===== src/rtl/piso_tx_amisha.sv =====
// Parallel-in serial-out transmitter: valid/ready word load,
// one registered bit per clock, framed, with a last-bit done flag.
module piso_tx_amisha #(
  parameter int WIDTH     = 8,
  parameter bit MSB_FIRST = 1'b1
) (
  input  logic             clk_amisha,
  input  logic             rst_n_amisha,
  input  logic [WIDTH-1:0] din_amisha,
  input  logic             load_valid_amisha,
  output logic             load_ready_amisha,
  output logic             sout_amisha,
  output logic             frame_amisha,
  output logic             done_amisha
);

  localparam int CW = $clog2(WIDTH);
  localparam logic [CW-1:0] LAST = CW'(WIDTH - 1);

  typedef enum logic {
    IDLE,
    SHIFT
  } state_t;

  state_t           state;
  state_t           state_nx;
  logic [WIDTH-1:0] sreg;
  logic [WIDTH-1:0] sreg_nx;
  logic [CW-1:0]    cnt;
  logic [CW-1:0]    cnt_nx;
  logic             sout_nx;
  logic             frame_nx;
  logic             done_nx;
  logic             last;
  logic             accept;

  function automatic logic head(
    input logic [WIDTH-1:0] w
  );
    return MSB_FIRST ? w[WIDTH-1] : w[0];
  endfunction

  function automatic logic [WIDTH-1:0] adv(
    input logic [WIDTH-1:0] w
  );
    return MSB_FIRST ? {w[WIDTH-2:0], 1'b0}
                     : {1'b0, w[WIDTH-1:1]};
  endfunction

  assign last   = (state == SHIFT) && (cnt == LAST);
  assign accept = load_valid_amisha && load_ready_amisha;

  // Ready during the last bit lets the next word follow with no gap.
  assign load_ready_amisha = (state == IDLE) || last;

  always_comb begin
    state_nx = state;
    sreg_nx  = sreg;
    cnt_nx   = cnt;
    sout_nx  = sout_amisha;
    frame_nx = frame_amisha;
    done_nx  = done_amisha;
    if (accept) begin
      state_nx = SHIFT;
      sout_nx  = head(din_amisha);
      sreg_nx  = adv(din_amisha);
      cnt_nx   = '0;
      frame_nx = 1'b1;
      done_nx  = 1'b0;
    end else begin
      unique case (state)
        SHIFT: begin
          if (last) begin
            state_nx = IDLE;
            sreg_nx  = '0;
            cnt_nx   = '0;
            sout_nx  = 1'b0;
            frame_nx = 1'b0;
            done_nx  = 1'b0;
          end else begin
            sout_nx  = head(sreg);
            sreg_nx  = adv(sreg);
            cnt_nx   = cnt + CW'(1);
            done_nx  = (cnt_nx == LAST);
          end
        end
        default: begin
          sout_nx  = 1'b0;
          frame_nx = 1'b0;
          done_nx  = 1'b0;
        end
      endcase
    end
  end

  always_ff @(posedge clk_amisha or negedge rst_n_amisha) begin
    if (!rst_n_amisha) begin
      state        <= IDLE;
      sreg         <= '0;
      cnt          <= '0;
      sout_amisha  <= 1'b0;
      frame_amisha <= 1'b0;
      done_amisha  <= 1'b0;
    end else begin
      state        <= state_nx;
      sreg         <= sreg_nx;
      cnt          <= cnt_nx;
      sout_amisha  <= sout_nx;
      frame_amisha <= frame_nx;
      done_amisha  <= done_nx;
    end
  end

endmodule


===== config.mk =====
export PLATFORM = sky130hd
export DESIGN_NAME = piso_tx_amisha
export DESIGN_NICKNAME = d
export VERILOG_FILES = /design/src/rtl/piso_tx_amisha.sv
export SDC_FILE = /design/constraint.sdc
export NUM_CORES = 1
export LEC_CHECK = 0
export ABC_CLOCK_PERIOD_IN_PS = 2400
export CAP_MARGIN = 25
export CORE_MARGIN = 2
export CORE_UTILIZATION = 39
export CTS_BUF_LIST = sky130_fd_sc_hd__clkbuf_8
export CTS_CLUSTER_DIAMETER = 80
export CTS_CLUSTER_SIZE = 10
export DETAILED_ROUTE_END_ITERATION = 8
export SLEW_MARGIN = 20
export SYNTH_ARGS = -nofsm -noshare
export SYNTH_HDL_FRONTEND = slang
export SYNTH_SLANG_ARGS = --single-unit

===== constraint.sdc =====
create_clock -name clk_amisha -period 2.4 [get_ports clk_amisha]
set_input_delay 0.48 -clock clk_amisha [delete_from_list [all_inputs] [get_ports clk_amisha]]
set_output_delay 0.48 -clock clk_amisha [all_outputs]
set_load 0.01 [all_outputs]

== After elaboration in Yosys (flattened, before gate mapping) ==
Cells that the tools add are included.
Storage, ports and cells
  register bits: 15
  output and inout bits: 4
  logic and storage cells: 33
Cells by class
  add/sub/neg operators: 1
  equality and inequality tests: 3
  multiplexer cells: 18
  bitwise gates (word level): 1
  reductions and logical operators: 4
Operators with widths (count)
  8-bit two-way mux: 3
  1-bit two-way mux: 12
  3-bit two-way mux: 3
  3-bit == test, second input constant: 2
  3-bit by 1-bit adder with 3-bit output, second input constant: 1
  3-bit by 1-bit != test with 1-bit output, second input constant: 1
  1-bit logical AND: 2
  2-bit nonzero test: 1
  1-bit logical OR: 1
  1-bit inverter: 1

== Logic depth before layout (Yosys ltp) ==
Gate-level depths: netlist (run 1).
  depth in word-level cells: 5
  gate-level depth with buffers: 5

== Least setup slack after synthesis (run 1) ==
OpenSTA, ideal clock, no wires.
  path type: flip-flop to output port
  start: reg cnt[0]
  end: out load_ready_amisha
  arrival time: 1.037 ns
  setup slack: 0.883 ns
  stages on the path, launching flop included: 5
  path through: dfrtp_1 -> ha_1 -> ha_1 -> nand2b_4 -> buf_6
Between the ends
  word-level cells in the longest chain between the ends: 3
Ends and longest elaborated chain
  start, declared: line 29  | logic [CW-1:0] cnt;
  start signal, assigned: line 107  | cnt <= cnt_nx;
  3-bit == test: line 50  | assign last = (state == SHIFT) && (cnt == LAST);
  1-bit logical AND: line 50
  1-bit logical OR: line 54  | assign load_ready_amisha = (state == IDLE) || last;
  end, declared: line 11  | output logic load_ready_amisha,
No other way between the ends.

== Worst setup path in the final report (run 1) ==
Same ends and word-level chain as after synthesis.

==> qor.yml, run 1 <==
pwr:
  p_per_area_nw_per_um2: 1070
  p_leak_nw: 0.417
  max-vdd-ir-drop_mv: 0.362
  finalPower_w: 0.000989
synthesis:
  synth_nets: 79
  yosysSeqAreaShare_pct: 48.1
  synth-seq-cells: 14
  yosys_warnings: 0
  synth.top_cell.area_share_pct: 48.1
  ys_top_cells_by_area: "dfrtp_1 48%, mux2i_1 11%, o221ai_1 7.2%"
  synth.avg_cell_area_sq_um: 11.2
  yosys.area.top_type: "dfrtp_1"
  synth_cells: 65
  synth_area_sq_um: 728
  yosysUniqueCellTypes: 17
timing:
  min_period_ns: 2.26
  finalMaxSlewViolations: 0
  finalCritPeriodShare_pct: 94.3
  fin_setup_tns_ns: 0
  relSlewSlack_pct: 56.1
  clock_skew_ns: 0.000440
  rsz0062_at_grt: "false"
  fmax_mhz: 442
  hold_violations: 0
  finalWorstSetupSlack_ns: 0.137
  worst_pin_slew_ns: 0.657
  setup_violations: 0
floorplanning:
  start_util_pct: 41.7
  die_h_microns: 47.2
  dieArea_sq_um: 2230
  die_w_microns: 47.2
  io_pins: 15
  coreArea_sq_um: 1750
  num_rows: 15
clock_tree:
  cts_setup_buffers: 0
  cts_tree: "done"
  cts.sinks: 14
  postCtsHoldBufs: 0
  path_clk_slew_ns: 0.06
  cts_resized: 0
  insertion_delay_ns: 0.24
  htreeDepth: 1
  clk_path_buf_depth: 2
  cts_root_buf: "clkbuf_8"
  numCtsBuffers: 3
placement:
  post-place-cells: 101
  postPlaceCellArea_sq_um: 866
  pre_cts_slack_ns: 0.394
  place_hpwl_microns: 871
  gp_congestion: 0.727
  io_buffer_count: 14
routing:
  drt-vias-per-instance: 5.12
  finalWirelength_microns: 1300
  wl_per_cell_microns: 12.4
  drtIter0Drc: 8
  vias: 538
  antenna_left: 0
  drtPass1Iterations: 4
  drcViolationCount: 0
critical_path:
  critical_path.top_delay_family: "buffers and inverters"
  cp_cell_sequence: "ha_1 -> ha_1 -> nand2b_4 -> clkdlybuf4s50_1"
  crit_top_cell: "ha_1"
  crit_required_ns: 1.92
  slowest_delay_ns: 0.51
  cp-start-kind: "register"
  worst_path_max_delay_cell: "clkdlybuf4s50_1"
  worst_setup_path_end_kind: "output pin"
  crit_arrival_ns: 1.78
  crit_buf_inv: 1
  critical_path_class: "reg2out"
  path_max_fanout: 11
global_route:
  grt_pass1_vias: 493
  antenna_found_initial: 0
  overflow: 0
  grt_usage_pct: 14.6
  grt_max_degree: 20
  grt_pass1_wl_microns: 2130
finish:
  area_delta_synth_final_pct: 26.5
  nNetsFinal: 95
  postLayoutCellArea_sq_um: 921
  drive_above_1_share_pct: 10.0
  num_antenna_cells: 0
  mostFrequentLayoutCells: "14 x dfrtp_1, 14 x clkdlybuf4s50_1, 8 x inv_1, 8 x mux2i_1, 7 x nand3_1"
  fin_cells: 105
run_status:
  outcome: "complete, no violations"
job:
  drv_cap: 0
hold_path:
  hold_path.class: "reg2reg"
worst paths after layout:
check | from | to | slack, ns | cells past startpoint
max in group asynchronous | rst_n_amisha | sreg[3]$_DFFE_PN0P_ | 1.34 | 1
min in group asynchronous | rst_n_amisha | sout_amisha$_DFF_PN0_ | 0.64 | 1
max reg2reg | cnt[0]$_DFFE_PN0P_ | frame_amisha$_DFFE_PN0P_ | 0.94 | 4
max | cnt[0]$_DFFE_PN0P_ | load_ready_amisha | 0.14 | 4
min reg2reg | cnt[2]$_DFFE_PN0P_ | cnt[2]$_DFFE_PN0P_ | 0.50 | 1
min | cnt[2]$_DFFE_PN0P_ | cnt[2]$_DFFE_PN0P_ | 0.50 | 1
kinds of logic (layout without fill, tap and decap cells):
family	after synthesis	after routing	share of synthesized area, %
simple gates	15	15	10.7
flops	14	14	48.1
buf+inv	13	28	10.8
compound gates	11	11	12.2
mux	9	9	13.1
fa+ha+maj	3	3	5.16
cell usage after synthesis:
library cell and number:
o2bb2ai_1 1, buf_4 2, inv_1 8, buf_6 3, nand2b_4 1, nand2_1 3, mux2_4 1, nand3_1 7
a22o_1 2, mux2i_1 8, o21ai_0 1, a21oi_1 1, nor2_1 3, o221ai_1 6, ha_1 3, dfrtp_1 14
nand2b_1 1
area by class of cell:
class / instances / area [sq um]
Fill cell: 180 / 825
Clock buffer: 4 / 55.1
Multi-Input combinational cell: 38 / 299
Inverter: 8 / 30.0
Sequential cell: 14 / 350
Tap cell: 25 / 31.3
Timing Repair Buffer: 16 / 155
metal layers:
layer,routed length (microns),vias up,GRT usage (%)
met2,597,24,23.6
li1,-,260,-
met4,34,0,11.7
met3,89,4,4.62
met5,0,-,0
met1,580,250,15.8
through the flow:
| step | utilization, % | hold slack [ns] |
|---|---|---|
| after floorplan | - | 0.184 |
| after global placement | 49.6 | 0.490 |
| after detailed placement | 49.6 | 0.495 |
| after CTS | 52.8 | 0.508 |
| after global routing | 52.8 | 0.513 |
| final | 52.8 | 0.503 |
flip-flops by register name (all words and copies together), names as in the netlist:
name          count
sout_amisha       1
frame_amisha      1
cnt               3
sreg              7
done_amisha       1
state             1
report_power, final:
part | switching, W | internal [W]
Clock | 0.0000840 | 0.000145
Combinational | 0.000162 | 0.000207
Sequential | 0.0000629 | 0.000328
Total | 0.000309 | 0.000680
Note: power is estimated with default switching activity, not from simulation.
==> inputs of run 2 (changes only) <==
--- a/config.mk
+++ b/config.mk
@@ -5,6 +5,7 @@
 export SDC_FILE = /design/constraint.sdc
 export NUM_CORES = 1
 export LEC_CHECK = 0
+export ABC_AREA = 1
 export ABC_CLOCK_PERIOD_IN_PS = 2400
 export CAP_MARGIN = 25
 export CORE_MARGIN = 2
==> run 2 against run 1 <==
- register-to-register slack better by 0.06 ns
- total power rose by 0.32%
- design area decreased by 0.82%
- combinational power increased by 9.5%
- flip-flop and latch count stayed put
- core utilization fell by 0.43 points
- non-clock buffer count fell by 1
- synthesized area increased by 0.34%
- critical endpoint unchanged
- largest cell class unchanged
==> qor.yml, run 2 <==
synthesis:
  synth_commonest_cells: "15 x nand3_1, 14 x dfrtp_1, 12 x nand2_1"
  synth_adder_area_share_pct: 5.14  # -0.018 points
  synthSimpleGateAreaFrac_pct: 27.4  # +17 points
  synthMuxAreaShare_pct: 0  # -13 points
  synth_ff_type: "dfrtp_1"
  synth.top_cell.area_share_pct: 47.9  # -0.16 points
  synth_nets: 95  # +20%
  synth_area_sq_um: 731  # +0.34%
  synth_cells: 81  # +25%
  yosysUniqueCellTypes: 17  # unchanged
  synthArstFlopShare_pct: 100  # unchanged
  synth_edf_count: 0  # unchanged
  synth.avg_cell_area_sq_um: 9.02  # -19%
  yosys_warnings: 0  # unchanged
  yosys.area.top_type: "dfrtp_1"
  synth_top_family_by_area: "simple AND/OR/NAND/NOR gates"
  synth_compound_area_share_pct: 8.73  # -3.5 points
  yosysSeqAreaShare_pct: 47.9  # -0.16 points
  synthXorXnorAreaFrac_pct: 0  # unchanged
  synth-seq-cells: 14  # unchanged
  ys_top_cells_by_area: "dfrtp_1 48%, nand3_1 10%, nand2_1 6.2%"
  post-synth-top-count-cell: "nand3_1"
critical_path:
  critical_path_class: "reg2out"
  crit_start: "cnt[0]$_DFFE_PN0P_"
  crit_required_ns: 1.92  # about the same
  path_max_fanout: 15  # +4
  worst_setup_path_end_kind: "output pin"
  r2r_cells: 7  # +3
  cp-start-kind: "register"
  cp_cell_sequence: "ha_1 -> ha_1 -> inv_2 -> nand2_4 -> clkdlybuf4s50_1"
  worst_path_max_delay_cell: "clkdlybuf4s50_1"
  r2r-start: "cnt[0]$_DFFE_PN0P_"
  slowest_delay_ns: 0.52  # about the same
  crit_top_cell: "ha_1"
  crit_arrival_ns: 1.82  # +0.04 ns
finish:
  num_antenna_cells: 0  # unchanged
  nNetsFinal: 111  # +17%
  fin_cells: 120  # +14%
  largest_register_ff_count: 7  # unchanged
  layout_commonest_cell: "nand3_1"
  drive_above_1_share_pct: 17.9  # +7.9 points
  mostFrequentLayoutCells: "15 x nand3_1, 14 x dfrtp_1, 14 x clkdlybuf4s50_1"
  area_delta_synth_final_pct: 25.0
  largest_register: "sreg"
  largest_registers: "sreg: 7 flops, cnt: 3 flops"
timing:
  relSlewSlack_pct: 59.1  # +3.0 points
  rsz0062_at_grt: "false"
  setup_violations: 0  # unchanged
  hold_violations: 0  # unchanged
  clock_skew_ns: 0.00394  # +0.00350 ns
  finalCritPeriodShare_pct: 96.0  # +1.7 points
  fmax_mhz: 434  # -1.8%
  fin_setup_tns_ns: 0  # unchanged
  min_period_ns: 2.30  # +0.0419 ns
  finalWorstSetupSlack_ns: 0.0954  # -0.0419 ns
  finalMaxSlewViolations: 0  # unchanged
  worst_pin_slew_ns: 0.612  # -0.0453 ns
global_route:
  grt_pass1_wl_microns: 2200  # +3.6%
  grt_max_degree: 16  # -20%
  grt_usage_pct: 14.5  # -0.16 points
  antenna_found_initial: 0  # unchanged
  overflow: 0  # unchanged
  grt_pass1_vias: 477  # -3.2%
placement:
  place_hpwl_microns: 887  # +1.9%
  gp_congestion: 0.775  # +6.6%
  io_buffer_count: 14  # unchanged
  pre_cts_slack_ns: 0.347  # -0.0476 ns
  post-place-cells: 117  # +16%
floorplanning:
  num_rows: 15  # unchanged
  io_pins: 15  # unchanged
  die_w_microns: 47.3  # +0.16%
  coreArea_sq_um: 1750  # unchanged
  die_h_microns: 47.3  # +0.16%
  dieArea_sq_um: 2240  # +0.32%
  start_util_pct: 41.9  # +0.14 points
pwr:
  pwr-share-clk_pct: 19.1  # -4.1 points
  finalPower_w: 0.000992  # +0.32%
  switching_share_pct: 35.7  # +4.4 points
  pwr-share-comb_pct: 40.7  # +3.4 points
  p_leak_nw: 0.449  # +7.8%
  power.switching_w: 0.000354  # +15%
  power_frac_seq_pct: 40.2  # +0.7 points
  max-vdd-ir-drop_mv: 0.565  # +56%
  power.internal_w: 0.000638  # -6.2%
  p_per_area_nw_per_um2: 1090  # +1.1%
routing:
  antenna_left: 0  # unchanged
  drt-vias-per-instance: 4.41  # -14%
  vias: 529  # -1.7%
  drtIter0Drc: 2  # -6
  drtPass1Iterations: 4  # unchanged
  finalWirelength_microns: 1250  # -4.3%
  drcViolationCount: 0  # unchanged
  wl_per_cell_microns: 10.4  # -16%
clock_tree:
  clk_path_buf_depth: 2  # unchanged
  insertion_delay_ns: 0.24  # about the same
  cts.sinks: 14  # unchanged
  cts_root_buf: "clkbuf_8"
  cts_tree: "done"
  path_clk_slew_ns: 0.06  # about the same
  cts_setup_buffers: 0  # unchanged
  htreeDepth: 1  # unchanged
  cts_resized: 0  # unchanged
  numCtsBuffers: 3  # unchanged
  postCtsHoldBufs: 0  # unchanged
job:
  drv_cap: 0  # unchanged
run_status:
  outcome: "complete, no violations"
hold_path:
  hp-start: "sreg[1]$_DFFE_PN0P_"
  min_path_cells: 2  # +1
  hold_path.class: "reg2reg"
-- run 2: changes by cell type after synthesis, sizes merged, moves of 2 or more --
cell	before	now
a21oi	1	7
a22o	2	0
inv	8	11
mux2i	8	0
nand2	3	16
nand2b	2	0
nand3	7	15
nor2	3	7
o221ai	6	0
-- run 2: cell families after synthesis --
| kind of cell | count (synthesis) |
|---|---|
| and+or+nand+nor | 39 |
| AOI/OAI and AO/OA | 10 |
| adders and majority gates | 3 |
| buffers and inverters | 15 |
| DFF | 14 |
-- run 2: final cells by class --
| type | instances | area, sq um |
|---|---|---|
| repair buffers | 15 | 148 |
| fillers | 171 | 832 |
| multi-input cells | 52 | 302 |
| inverters | 11 | 41.3 |
| well taps | 25 | 31.3 |
| flip-flops and latches | 14 | 350 |
| clock buffers | 3 | 41.3 |
-- run 2: through the flow --
step                hold slack, ns  cell area (sq um)  utilization (%)
floorplan                    0.184                731                -
global placement             0.475                872             50.0
detailed placement           0.467                872             50.0
CTS                          0.483                913             52.3
global route                 0.534                913             52.3
finish                       0.481                913             52.3
-- run 2: critical path: cells and delay by family (launching register included) --
family / cells / cell delay, ns
and+or+nand+nor: 1 / 0.14
adders and majority gates: 2 / 0.39
buffers and inverters: 2 / 0.65
DFF: 1 / 0.40
-- run 2: per-layer routing --
metal	part of all wire (%)	GRT usage, %	vias to the layer above
met5	0	0	-
met3	5.3	3.46	2
met4	0.80	6.67	0
li1	-	-	287
met2	40	19.7	13
met1	54	21.4	227
-- run 2: path summary, 6_finish.rpt --
check,end,slack [ns]
worst max-delay path,load_ready_amisha,0.1
worst min-delay path,sreg[1]$_DFFE_PN0P_,0.48
worst max register to register,cnt[1]$_DFFE_PN0P_,1.00
worst min register to register,sreg[1]$_DFFE_PN0P_,0.48
max in group asynchronous,sreg[7]$_DFFE_PN0P_,1.38
min in group asynchronous,sreg[6]$_DFFE_PN0P_,0.63
-- run 2: power by group through the flow --
stage          Clock (W)  Sequential [W]  Combinational, W
2_1_floorplan          0        0.000389          0.000313
3_3_place_gp           0        0.000401          0.000410
3_5_place_dp           0        0.000404          0.000412
4_1_cts         0.000195        0.000400          0.000415
5_1_grt         0.000208        0.000415          0.000467
6_report        0.000189        0.000399          0.000404
==> inputs of run 3 (changes only) <==
--- a/config.mk
+++ b/config.mk
@@ -6,7 +6,6 @@
 export NUM_CORES = 1
 export LEC_CHECK = 0
 export ABC_AREA = 1
-export ABC_CLOCK_PERIOD_IN_PS = 2400
 export CAP_MARGIN = 25
 export CORE_MARGIN = 2
 export CORE_UTILIZATION = 39
==> results of run 3 <==
The final DEF is identical to that of run 2; final timing and power are the same.
